<file path="src/rtl/bram_to_stream_framer_if.sv">
// AXI4-Stream bundle carried from the BRAM sequence framer to the DAC/filter chain.
interface bram_to_stream_framer_if #(
  parameter int DATA_W = 48
) ();
  logic                TVALID;
  logic [DATA_W-1:0]   TDATA;
  logic [DATA_W/8-1:0] TSTRB;
  logic                TLAST;
  logic                TREADY;

  modport master (output TVALID, output TDATA, output TSTRB, output TLAST, input TREADY);
  modport slave  (input TVALID, input TDATA, input TSTRB, input TLAST, output TREADY);
endinterface

</file>
<file path="src/rtl/bram_to_stream_framer.sv">
// Reads complex words from a 1-cycle BRAM, appends a zero-pad tail and frames them
// onto AXI-Stream with TLAST; one-shot or continuous runs with START/STOP control.
module bram_to_stream_framer #(
  parameter int BRAM_DEPTH_BITS      = 10,
  parameter int BRAM_TDATA_WIDTH     = 64,
  parameter int SAMPLE_BITS          = 23,
  parameter int C_M_AXIS_TDATA_WIDTH = 48,
  parameter int PAD_LEN_BITS         = 8
) (
  input  logic                         M_AXIS_ACLK,
  input  logic                         M_AXIS_ARESETN,
  input  logic                         START,
  input  logic                         STOP,
  input  logic                         CFG_CONTINUOUS,
  input  logic [BRAM_DEPTH_BITS:0]     CFG_FRAME_LEN,
  input  logic [PAD_LEN_BITS-1:0]      CFG_PAD_LEN,
  output logic                         BUSY,
  output logic                         DONE,
  output logic [15:0]                  FRAME_CNT,
  output logic [BRAM_DEPTH_BITS-1:0]   BRAM_ADDR,
  output logic                         BRAM_EN,
  input  logic [BRAM_TDATA_WIDTH-1:0]  BRAM_DATAIN,
  bram_to_stream_framer_if.master      m_axis
);

  localparam int FL_W   = BRAM_DEPTH_BITS + 1;
  localparam int HALF_W = C_M_AXIS_TDATA_WIDTH / 2;
  localparam int ZX_W   = HALF_W - SAMPLE_BITS;
  localparam int DW     = C_M_AXIS_TDATA_WIDTH;

  localparam logic [1:0] ST_IDLE = 2'd0;
  localparam logic [1:0] ST_DATA = 2'd1;
  localparam logic [1:0] ST_PAD  = 2'd2;

  localparam logic [FL_W-1:0]            FL_ONE   = FL_W'(1);
  localparam logic [PAD_LEN_BITS-1:0]    PAD_ONE  = PAD_LEN_BITS'(1);
  localparam logic [BRAM_DEPTH_BITS-1:0] ADDR_ONE = BRAM_DEPTH_BITS'(1);

  logic [1:0]                 state_reg;
  logic [BRAM_DEPTH_BITS-1:0] addr_reg;
  logic [FL_W-1:0]            data_cnt_reg;
  logic [PAD_LEN_BITS-1:0]    pad_cnt_reg;
  logic [FL_W-1:0]            frame_len_reg;
  logic [PAD_LEN_BITS-1:0]    pad_len_reg;
  logic                       cont_reg;
  logic                       stop_pending_reg;
  logic                       busy_reg;
  logic                       done_reg;
  logic [15:0]                frame_cnt_reg;

  // Beat in flight: issued last cycle, its data (if any) is on BRAM_DATAIN now.
  logic stg_valid_reg, stg_pad_reg, stg_last_reg, stg_final_reg;

  // Two-entry output buffer: out_* drives the stream, skid_* holds the overflow beat.
  logic          out_valid_reg, out_last_reg, out_final_reg;
  logic [DW-1:0] out_data_reg;
  logic          skid_valid_reg, skid_last_reg, skid_final_reg;
  logic [DW-1:0] skid_data_reg;

  logic          pop, can_capture, push, advance, in_frame, issue;
  logic          last_data, last_pad, pad_zero, issue_last, restart;
  logic [DW-1:0] stg_data;
  logic          unused_bits;

  assign pop         = out_valid_reg && m_axis.TREADY;
  assign can_capture = !(out_valid_reg && skid_valid_reg) || pop;
  assign push        = stg_valid_reg && can_capture;
  // A stalled in-flight word stays parked on the BRAM output because BRAM_EN stays low.
  assign advance     = !stg_valid_reg || can_capture;
  assign in_frame    = (state_reg == ST_DATA) || (state_reg == ST_PAD);
  assign issue       = in_frame && advance;

  assign last_data  = (data_cnt_reg == frame_len_reg - FL_ONE);
  assign last_pad   = (pad_cnt_reg == pad_len_reg - PAD_ONE);
  assign pad_zero   = (pad_len_reg == '0);
  assign issue_last = (state_reg == ST_DATA) ? (last_data && pad_zero) : last_pad;
  // Restart is decided when the frame's last beat is issued; a STOP seen by then ends the run.
  assign restart    = cont_reg && !stop_pending_reg && !STOP;

  assign stg_data = stg_pad_reg ? '0 :
                    {{ZX_W{1'b0}}, BRAM_DATAIN[32+SAMPLE_BITS-1:32],
                     {ZX_W{1'b0}}, BRAM_DATAIN[SAMPLE_BITS-1:0]};
  assign unused_bits = ^{BRAM_DATAIN[31:SAMPLE_BITS],
                         BRAM_DATAIN[BRAM_TDATA_WIDTH-1:32+SAMPLE_BITS]};

  assign BRAM_EN   = issue && (state_reg == ST_DATA);
  assign BRAM_ADDR = addr_reg;
  assign BUSY      = busy_reg;
  assign DONE      = done_reg;
  assign FRAME_CNT = frame_cnt_reg;

  assign m_axis.TVALID = out_valid_reg;
  assign m_axis.TDATA  = out_data_reg;
  assign m_axis.TLAST  = out_last_reg;
  assign m_axis.TSTRB  = '1;

  always_ff @(posedge M_AXIS_ACLK or negedge M_AXIS_ARESETN) begin
    if (!M_AXIS_ARESETN) begin
      state_reg        <= ST_IDLE;
      addr_reg         <= '0;
      data_cnt_reg     <= '0;
      pad_cnt_reg      <= '0;
      frame_len_reg    <= '0;
      pad_len_reg      <= '0;
      cont_reg         <= 1'b0;
      stop_pending_reg <= 1'b0;
      busy_reg         <= 1'b0;
      done_reg         <= 1'b0;
      frame_cnt_reg    <= '0;
    end else begin
      done_reg <= 1'b0;
      if (busy_reg && STOP) stop_pending_reg <= 1'b1;

      if (pop && out_last_reg) begin
        frame_cnt_reg <= frame_cnt_reg + 16'd1;
        if (out_final_reg) begin
          busy_reg <= 1'b0;
          done_reg <= 1'b1;
        end
      end

      case (state_reg)
        ST_IDLE: begin
          if (START && !busy_reg && ((CFG_FRAME_LEN != '0) || (CFG_PAD_LEN != '0))) begin
            frame_len_reg    <= CFG_FRAME_LEN;
            pad_len_reg      <= CFG_PAD_LEN;
            cont_reg         <= CFG_CONTINUOUS;
            stop_pending_reg <= 1'b0;
            busy_reg         <= 1'b1;
            addr_reg         <= '0;
            data_cnt_reg     <= '0;
            pad_cnt_reg      <= '0;
            state_reg        <= (CFG_FRAME_LEN != '0) ? ST_DATA : ST_PAD;
          end
        end
        ST_DATA: begin
          if (issue) begin
            if (last_data) begin
              addr_reg     <= '0;
              data_cnt_reg <= '0;
              if (!pad_zero)     state_reg <= ST_PAD;
              else if (!restart) state_reg <= ST_IDLE;
            end else begin
              addr_reg     <= addr_reg + ADDR_ONE;
              data_cnt_reg <= data_cnt_reg + FL_ONE;
            end
          end
        end
        ST_PAD: begin
          if (issue) begin
            if (last_pad) begin
              pad_cnt_reg <= '0;
              if (!restart)                  state_reg <= ST_IDLE;
              else if (frame_len_reg != '0)  state_reg <= ST_DATA;
            end else begin
              pad_cnt_reg <= pad_cnt_reg + PAD_ONE;
            end
          end
        end
        default: state_reg <= ST_IDLE;
      endcase
    end
  end

  always_ff @(posedge M_AXIS_ACLK or negedge M_AXIS_ARESETN) begin
    if (!M_AXIS_ARESETN) begin
      stg_valid_reg <= 1'b0;
      stg_pad_reg   <= 1'b0;
      stg_last_reg  <= 1'b0;
      stg_final_reg <= 1'b0;
    end else if (advance) begin
      stg_valid_reg <= issue;
      stg_pad_reg   <= (state_reg == ST_PAD);
      stg_last_reg  <= issue_last;
      stg_final_reg <= issue_last && !restart;
    end
  end

  always_ff @(posedge M_AXIS_ACLK or negedge M_AXIS_ARESETN) begin
    if (!M_AXIS_ARESETN) begin
      out_valid_reg  <= 1'b0;
      out_data_reg   <= '0;
      out_last_reg   <= 1'b0;
      out_final_reg  <= 1'b0;
      skid_valid_reg <= 1'b0;
      skid_data_reg  <= '0;
      skid_last_reg  <= 1'b0;
      skid_final_reg <= 1'b0;
    end else begin
      if (pop && skid_valid_reg) begin
        out_valid_reg  <= 1'b1;
        out_data_reg   <= skid_data_reg;
        out_last_reg   <= skid_last_reg;
        out_final_reg  <= skid_final_reg;
        skid_valid_reg <= push;
        if (push) begin
          skid_data_reg  <= stg_data;
          skid_last_reg  <= stg_last_reg;
          skid_final_reg <= stg_final_reg;
        end
      end else if (pop || !out_valid_reg) begin
        out_valid_reg <= push;
        if (push) begin
          out_data_reg  <= stg_data;
          out_last_reg  <= stg_last_reg;
          out_final_reg <= stg_final_reg;
        end
      end else if (push) begin
        skid_valid_reg <= 1'b1;
        skid_data_reg  <= stg_data;
        skid_last_reg  <= stg_last_reg;
        skid_final_reg <= stg_final_reg;
      end
    end
  end

endmodule

</file>
<file path="src/flat_wrapper.sv">
// flat-port wrapper written by rule: the top's interface ports become plain ports
module bram_to_stream_framer_flat 
#(
  parameter int BRAM_DEPTH_BITS      = 10,
  parameter int BRAM_TDATA_WIDTH     = 64,
  parameter int SAMPLE_BITS          = 23,
  parameter int C_M_AXIS_TDATA_WIDTH = 48,
  parameter int PAD_LEN_BITS         = 8
)
  (M_AXIS_ACLK, M_AXIS_ARESETN, START, STOP, CFG_CONTINUOUS, CFG_FRAME_LEN, CFG_PAD_LEN, BUSY, DONE, FRAME_CNT, BRAM_ADDR, BRAM_EN, BRAM_DATAIN, m_axis_TVALID, m_axis_TDATA, m_axis_TSTRB, m_axis_TLAST, m_axis_TREADY);
  bram_to_stream_framer_if #(.DATA_W((48))) m_axis_i ();
  input  logic M_AXIS_ACLK;
  input  logic M_AXIS_ARESETN;
  input  logic START;
  input  logic STOP;
  input  logic CFG_CONTINUOUS;
  input  logic [BRAM_DEPTH_BITS:0] CFG_FRAME_LEN;
  input  logic [PAD_LEN_BITS-1:0] CFG_PAD_LEN;
  output logic BUSY;
  output logic DONE;
  output logic [15:0] FRAME_CNT;
  output logic [BRAM_DEPTH_BITS-1:0] BRAM_ADDR;
  output logic BRAM_EN;
  input  logic [BRAM_TDATA_WIDTH-1:0] BRAM_DATAIN;
  output wire logic [$bits(m_axis_i.TVALID)-1:0] m_axis_TVALID;
  output wire logic [$bits(m_axis_i.TDATA)-1:0] m_axis_TDATA;
  output wire logic [$bits(m_axis_i.TSTRB)-1:0] m_axis_TSTRB;
  output wire logic [$bits(m_axis_i.TLAST)-1:0] m_axis_TLAST;
  input wire logic [$bits(m_axis_i.TREADY)-1:0] m_axis_TREADY;
  assign m_axis_TVALID = m_axis_i.TVALID;
  assign m_axis_TDATA = m_axis_i.TDATA;
  assign m_axis_TSTRB = m_axis_i.TSTRB;
  assign m_axis_TLAST = m_axis_i.TLAST;
  assign m_axis_i.TREADY = m_axis_TREADY;
  bram_to_stream_framer #(.BRAM_DEPTH_BITS(BRAM_DEPTH_BITS), .BRAM_TDATA_WIDTH(BRAM_TDATA_WIDTH), .SAMPLE_BITS(SAMPLE_BITS), .C_M_AXIS_TDATA_WIDTH(C_M_AXIS_TDATA_WIDTH), .PAD_LEN_BITS(PAD_LEN_BITS)) u_core (.M_AXIS_ACLK(M_AXIS_ACLK), .M_AXIS_ARESETN(M_AXIS_ARESETN), .START(START), .STOP(STOP), .CFG_CONTINUOUS(CFG_CONTINUOUS), .CFG_FRAME_LEN(CFG_FRAME_LEN), .CFG_PAD_LEN(CFG_PAD_LEN), .BUSY(BUSY), .DONE(DONE), .FRAME_CNT(FRAME_CNT), .BRAM_ADDR(BRAM_ADDR), .BRAM_EN(BRAM_EN), .BRAM_DATAIN(BRAM_DATAIN), .m_axis(m_axis_i));
endmodule
</file>
<file path="config.mk">
export PLATFORM = sky130hd
export DESIGN_NAME = bram_to_stream_framer_flat
export DESIGN_NICKNAME = d
export VERILOG_FILES = /design/src/rtl/bram_to_stream_framer_if.sv /design/src/rtl/bram_to_stream_framer.sv /design/src/flat_wrapper.sv
export SDC_FILE = /design/constraint.sdc
export NUM_CORES = 1
export LEC_CHECK = 0
export CORE_ASPECT_RATIO = 1.5
export CORE_MARGIN = 1.5
export CORE_UTILIZATION = 50
export DETAILED_ROUTE_END_ITERATION = 10
export PLACE_DENSITY_LB_ADDON = 0.05
export SLEW_MARGIN = 40
export SYNTH_ARGS = -nofsm -noshare
export SYNTH_HDL_FRONTEND = slang
export SYNTH_SLANG_ARGS = --single-unit
</file>
<file path="constraint.sdc">
create_clock -name M_AXIS_ACLK -period 7.35 [get_ports M_AXIS_ACLK]
set_clock_uncertainty 0.1 [all_clocks]
set_input_delay 1.47 -clock M_AXIS_ACLK [delete_from_list [all_inputs] [get_ports M_AXIS_ACLK]]
set_output_delay 1.47 -clock M_AXIS_ACLK [all_outputs]
set_load 0.02 [all_outputs]
</file>
======== After elaboration in Yosys (flattened, before gate mapping) ========
Index checks and enable logic that the tools add are counted.
word-level totals
  register bits ........................... 176
  bits in latches ......................... 0
  bits in writable memories ............... 0
  memory bits (read-only) ................. 0
  word-level logic and storage cells ...... 139
  memories ................................ 0
operators by class
  $add $sub $neg .......................... 6
  multiply operators ...................... 0
  divide/modulo/power cells ............... 0
  $lt $le $gt $ge ......................... 0
  equal/unequal tests ..................... 12
  shift-type cells ........................ 0
  muxes and demuxes ....................... 57
  bitwise gates (word level) .............. 0
  reduce and logical (&&, ||, !) cells .... 41
operators by type and width
  operator               count
  $mux 48                6
  $mux 47                1
  $mux 11                3
  $mux 10                3
  $mux 1                 27
  $mux 8                 3
  $pmux 11 s2            1
  $reduce_bool 11->1     2
  $mux 2                 10
  $pmux 10 s2            1
  $add 16x1->16 const B  1
  $pmux 8 s2             1
  $logic_and 1x1->1      14
  $ne 2x1->1 const B     6
  $add 11x1->11 const B  1
  $eq 11x11->1           1
  $sub 11x1->11 const B  1
  $add 10x1->10 const B  1
  $add 8x1->8 const B    1
  $eq 8x8->1             1
  $logic_not 8->1        1
  $reduce_bool 2->1      4
  $reduce_bool 8->1      1
  $sub 8x1->8 const B    1
  other kinds (10)       24

======== Logic depth before layout (Yosys ltp) ========
Gate-level depths: netlist (run 1).
  depth in word-level cells ............... 8
  gate-level depth with buffers ........... 10
  gate-level depth less buffers ........... 9

======== Least setup slack after synthesis (run 1) ========
OpenSTA, ideal clock, no wires.
  path type ............................... in2out
  from .................................... input m_axis_TREADY
  to ...................................... output BRAM_EN
  arrival ................................. 2.106 ns
  data required time ...................... 5.780 ns
  path slack .............................. 3.674 ns
  stages .................................. 3
  cell sequence ........................... nand4b_1 -> nand3_1 -> inv_1
between the ends
  word-level cells in the longest chain between the ends .. 5
RTL lines
  element            line                         source
  start, declared    flat_wrapper.sv:29           input wire logic [$bits(m_axis_i.TREADY)-1:0] m_axis_TREADY;
  $logic_and 1x1->1  bram_to_stream_framer.sv:65  assign pop = out_valid_reg && m_axis.TREADY;
  $logic_or 1x1->1   bram_to_stream_framer.sv:66  assign can_capture = !(out_valid_reg && skid_valid_reg) || pop;
  $logic_or 1x1->1   bram_to_stream_framer.sv:69  assign advance = !stg_valid_reg || can_capture;
  $logic_and 1x1->1  bram_to_stream_framer.sv:71  assign issue = in_frame && advance;
  $logic_and 1x1->1  bram_to_stream_framer.sv:86  assign BRAM_EN = issue && (state_reg == ST_DATA);
  end, declared      flat_wrapper.sv:23           output logic BRAM_EN;
No other way between the ends.

======== Final worst setup path (run 1) ========
Same ends and word-level chain as after synthesis.

==> results of run 1 <==
[cell families (layout without fill, tap and decap cells)]
| logic type | Yosys count | after routing | share of synthesized area [%] |
|---|---|---|---|
| and+or+nand+nor | 380 | 380 | 21.6 |
| buffers and inverters | 72 | 206 | 3.80 |
| other | 2 | 8 | 0.0901 |
| xor gates and xnor gates | 40 | 40 | 4.20 |
| adders and majority gates | 11 | 11 | 1.65 |
| AOI/OAI and AO/OA | 236 | 236 | 15.9 |
| muxes | 8 | 8 | 1.05 |
| DFF | 172 | 172 | 51.7 |
[placed cells by master (no fill, tap or decap), types with 10 or more instances in the layout]
cell / instances
clkdlybuf4s50_1: 146
a21o_1: 11
a22o_1: 10
nand2b_1: 55
clkbuf_16: 17
nand2_1: 168
o21ai_0: 129
a21oi_1: 61
nand3_1: 21
dfrtp_1: 172
nor3_1: 10
ha_1: 11
nor2b_1: 11
nor2_1: 62
inv_1: 16
xnor2_1: 33
and3_1: 16
[through the flow]
step	power (mW)	util, %	worst slack [ns]	hold WS, ns	std cells
after detailed placement	3.37	61.0	2.38	0.364	1234
after floorplan	2.74	-	3.67	0.338	927
final	4.26	64.9	2.36	0.378	1267
after CTS	4.30	64.7	2.36	0.380	1266
after global placement	3.31	60.9	2.44	0.361	1232
after global routing	4.59	64.9	2.26	0.400	1267
[worst paths after layout]
check / startpoint / end / slack, ns
hold / removal: u_core.m_axis.TDATA[43] / u_core.m_axis.TDATA[43] / 0.38
setup reg to reg: u_core.frame_len_reg[3] / u_core.state_reg[0] / 3.98
max in group asynchronous: M_AXIS_ARESETN / u_core.skid_data_reg[17] / 5.08
min in group asynchronous: M_AXIS_ARESETN / u_core.m_axis.TDATA[10] / 0.82
hold reg to reg: u_core.m_axis.TDATA[43] / u_core.m_axis.TDATA[43] / 0.38
setup / recovery: m_axis_TREADY / BRAM_EN / 2.36
[layer usage]
metal,wire (um),part of all wire (%),vias up,GRT usage [%]
met3,725,4.0,16,4.24
met4,243,1.3,0,6.94
met5,0,0,-,0
met1,7730,42,3127,27.4
met2,9570,52,138,38.6
li1,-,-,3361,-
[layout make-up]
| cell class | instances | area share, % |
|---|---|---|
| Clock buffer | 18 | 4.07 |
| Sequential cell | 172 | 40.8 |
| Multi-Input combinational cell | 683 | 35.5 |
| Clock inverter | 14 | 1.61 |
| Inverter | 17 | 0.605 |
| Tap cell | 206 | 2.44 |
| Timing Repair Buffer | 157 | 15.0 |
[power breakdown]
group	switching, mW	leakage, nW	internal (mW)	total, mW
logic	1.05	2.22	0.759	1.81
clock network	0.381	0.282	0.535	0.916
registers	0.235	2.21	1.29	1.53
[critical path, cell delays in order]
cell	delay (ns)
clkdlybuf4s50_1	0.54
nand4b_1	0.52
nand3_1	0.28
inv_1	0.07
clkdlybuf4s50_1	0.53
==> results.yml, run 1 <==
drt:
  wire_per_inst_um: 14.4
  drcViolationCount: 0
  via_count: 6642
  via_per_inst: 5.24
  wl_mm: 18.3
  drtIter0Drc: 273
  drtAntennaViolNets: 0
  drt_pass1_iterations: 4
placement:
  dpl_cell_area_sq_um: 9920
  hpwl_mm: 12.3
  port_buffers: 147
  gp_congestion: 0.832
timing:
  finalSetupTns_ns: 0
  slew_violations: 0
  hold_viol_final: 0
  fmax_mhz: 200
  setup_viol: 0
  layout_min_cycle_time_ns: 4.99
  fin_crit_sh_pct: 67.9
  tightestPinTransition_ns: 0.775
  rsz0062_at_grt: "false"
  maxSlewHeadroom_pct: 47.0
floorplanning:
  die_x_um: 108
  die_h_um: 161
  start_util_pct: 51.2
  num_io_pins: 174
  core-area_sq_um: 16300
  row_count: 57
  dieArea_sq_um: 17500
logic_synthesis:
  avgSynthCellArea_sq_um: 9.05
  async_flop_share_pct: 100
  yosysTopAreaCell: "dfrtp_1"
  ys_seq_elements: 172
  ys.flop_type: "dfrtp_1"
  synth-edff-count: 0
  synth-warning-count: 0
  yosysSeqAreaShare_pct: 51.7
  synthTopCellsByCount: "dfrtp_1 (172), nand2_1 (168), o21ai_0 (129)"
  synth_top_area_share_pct: 51.7
  ys_types: 53
  yosys-top-cells-area: "dfrtp_1 (52%), o21ai_0 (7.7%), nand2_1 (7.6%)"
  synthesis.area_sq_um: 8330
  synth.most_common_cell: "dfrtp_1"
  synth_cells: 921
layout:
  nFillCells: 1428
  layout-drive-gt1-share_pct: 5.75
  area_delta_synth_final_pct: 26.7
  multi_input_area_sq_um: 3750
  final-seq-area_sq_um: 4300
  diodes: 0
  fin_area_sq_um: 10600
  layout.nets: 1148
power_and_ir_drop:
  total_leakage_power_nw: 4.72
  ir_drop_mv: 0.192
  power_density_nw_per_um2: 403
clock_network:
  cts_setup_buffers: 0
  cts_hold_buf: 0
  cts_buffers: 17
  path_clk_slew_ns: 0.06
  clk_path_buf_depth: 2
  cts-htree-levels: 4
  cts_resized: 0
  clk_latency_ns: 0.43
  cts_root_buf: "clkbuf_16"
  cts_tree: "built"
  clkSinkCount: 172
global_route:
  grt.overflow.total: 0
  antenna_found_initial: 0
  grt_max_degree: 111
  grt_pass1_wl_mm: 30.8
  grt_usage_pct: 22.1
  grt_pass1_vias: 6410
critical_path:
  cp-start-kind: "input pin"
  r2r.worst_path.cells: 7
  worstPathMaxFanout: 9
  cp.required_ns: 5.78
  arrival_ns: 3.42
  worstSetupPathType: "in2out"
  worst_setup_path_end_kind: "output pin"
outcome:
  status: "completed"
worst_hold_path:
  hold_depth: 2
  hold_path_class: "reg2reg"
flow_run:
  drv_cap: 0
Note: power is estimated with default switching activity, not from simulation.
==> inputs of run 2 (changes only) <==
- CORE_UTILIZATION: 50 -> 47
- clock period: 7.35 -> 4.32 ns (I/O delays scaled with it)
==> results.yml, run 2 (synthesis results as in run 1) <==
layout:
  mostFrequentLayoutCell: "dfrtp_1"
  layout_common_cells: "dfrtp_1 (172), nand2_1 (168), clkdlybuf4s50_1 (146)"
  area_delta_synth_final_pct: 26.4
  fin_area_sq_um: 10500
  final_core_util_pct: 60.7
  layout-drive-gt1-share_pct: 5.29
  layout.nets: 1148
critical_path:
  worst_setup_path_end_kind: "output pin"
  r2r_slack_ns: 0.88
  cp-start-kind: "input pin"
  rr_startpoint: "u_core.frame_len_reg[3]"
  worstPathMaxFanout: 9
  cp_slowest_cell: "clkdlybuf4s50_1"
  crit_chain: "clkdlybuf4s50_1, nand4b_1, buf_4, nand3_1, inv_1, clkdlybuf4s50_1"
  r2r.worst_path.cells: 7
  slowest_delay_ns: 0.61
  arrival_ns: 2.66
  timing.rr.end: "u_core.state_reg[0]"
  worstSetupPathType: "in2out"
  cp.required_ns: 3.36
  cp_common_cell: "clkdlybuf4s50_1"
drt:
  drt_pass1_iterations: 4
  drtAntennaViolNets: 0
  wl_mm: 18.4
  drtIter0Drc: 414
  via_per_inst: 5.18
  via_count: 6599
  drcViolationCount: 0
  wire_per_inst_um: 14.5
timing:
  slew_violations: 0
  hold_viol_final: 0
  maxSlewHeadroom_pct: 52.3
  layout_min_cycle_time_ns: 3.63
  holdWs_ns: 0.371
  fmax_mhz: 276
  setup_slack_ns: 0.694
  rsz0062_at_grt: "false"
  tightestPinTransition_ns: 0.716
  finalSetupTns_ns: 0
  setup_viol: 0
  fin_crit_sh_pct: 83.9
global_route:
  grt_usage_pct: 20.6
  grt_pass1_wl_mm: 31.3
  grt_max_degree: 96
  antenna_found_initial: 1
  grt.overflow.total: 0
  grt_pass1_vias: 6430
clock_network:
  cts_buffers: 17
  clk_path_buf_depth: 2
  cts_setup_buffers: 0
  cts-htree-levels: 4
  cts_tree: "built"
  path_clk_slew_ns: 0.06
  cts_hold_buf: 0
  cts_resized: 0
  clk_latency_ns: 0.43
  cts_root_buf: "clkbuf_16"
  clkSinkCount: 172
worst_hold_path:
  hold_path_class: "in2async"
placement:
  hpwl_mm: 12.6
  dpl_cell_area_sq_um: 9960
  place_ws_ns: 0.632
  port_buffers: 147
  gp_congestion: 0.819
floorplanning:
  dieArea_sq_um: 18600
  core-area_sq_um: 17300
  row_count: 59
  die_x_um: 112
  start_util_pct: 48.0
  num_io_pins: 174
  die_h_um: 166
power_and_ir_drop:
  ir_drop_mv: 0.363
  total_leakage_power_nw: 4.70
  power_density_nw_per_um2: 681
flow_run:
  drv_cap: 0
outcome:
  status: "completed"
## run 2: worst max path at each step
stage,start,endpoint,cells after the start
finish,m_axis_TREADY,BRAM_EN,6
global placement,m_axis_TREADY,BRAM_EN,6
floorplan,u_core.frame_len_reg[3],u_core.state_reg[0],7
CTS,m_axis_TREADY,BRAM_EN,6
detailed placement,CFG_FRAME_LEN[0],u_core.pad_cnt_reg[2],8
global route,m_axis_TREADY,BRAM_EN,6
## run 2: metrics by stage
step | power (mW) | instances
2_1_floorplan | 4.67 | 927
3_3_place_gp | 5.67 | 1241
3_5_place_dp | 5.75 | 1241
4_1_cts | 7.24 | 1271
5_1_grt | 7.75 | 1273
6_report | 7.17 | 1273
## run 2: final cells by class
class                           instances  area, sq um
Antenna cell                            1         2.50
Clock buffer                           23          458
Clock inverter                          7         92.6
Fill cell                            1596         6820
Inverter                               17         63.8
Multi-Input combinational cell        683         3750
Sequential cell                       172         4300
Tap cell                              213          267
Timing Repair Buffer                  157         1590
## run 2: power by group
| part | switching (mW) | internal (mW) | total, mW |
|---|---|---|---|
| sequential | 0.426 | 2.20 | 2.63 |
| combinational | 1.77 | 1.31 | 3.08 |
| clock | 0.603 | 0.858 | 1.46 |
## run 2: worst max-delay path: cells and delay by family
kind / cells / cell delay, ns
AND/OR/NAND/NOR: 2 / 0.31
buffers and inverters: 4 / 1.49
## run 2: routing by layer
layer  share of wire (%)  vias to the layer above  track usage (%)
li1                    -                     3360                -
met3                 3.0                       21             3.87
met2                  51                      119             35.3
met4                 1.5                        0             6.77
met5                   0                        -                0
met1                  44                     3099             26.2
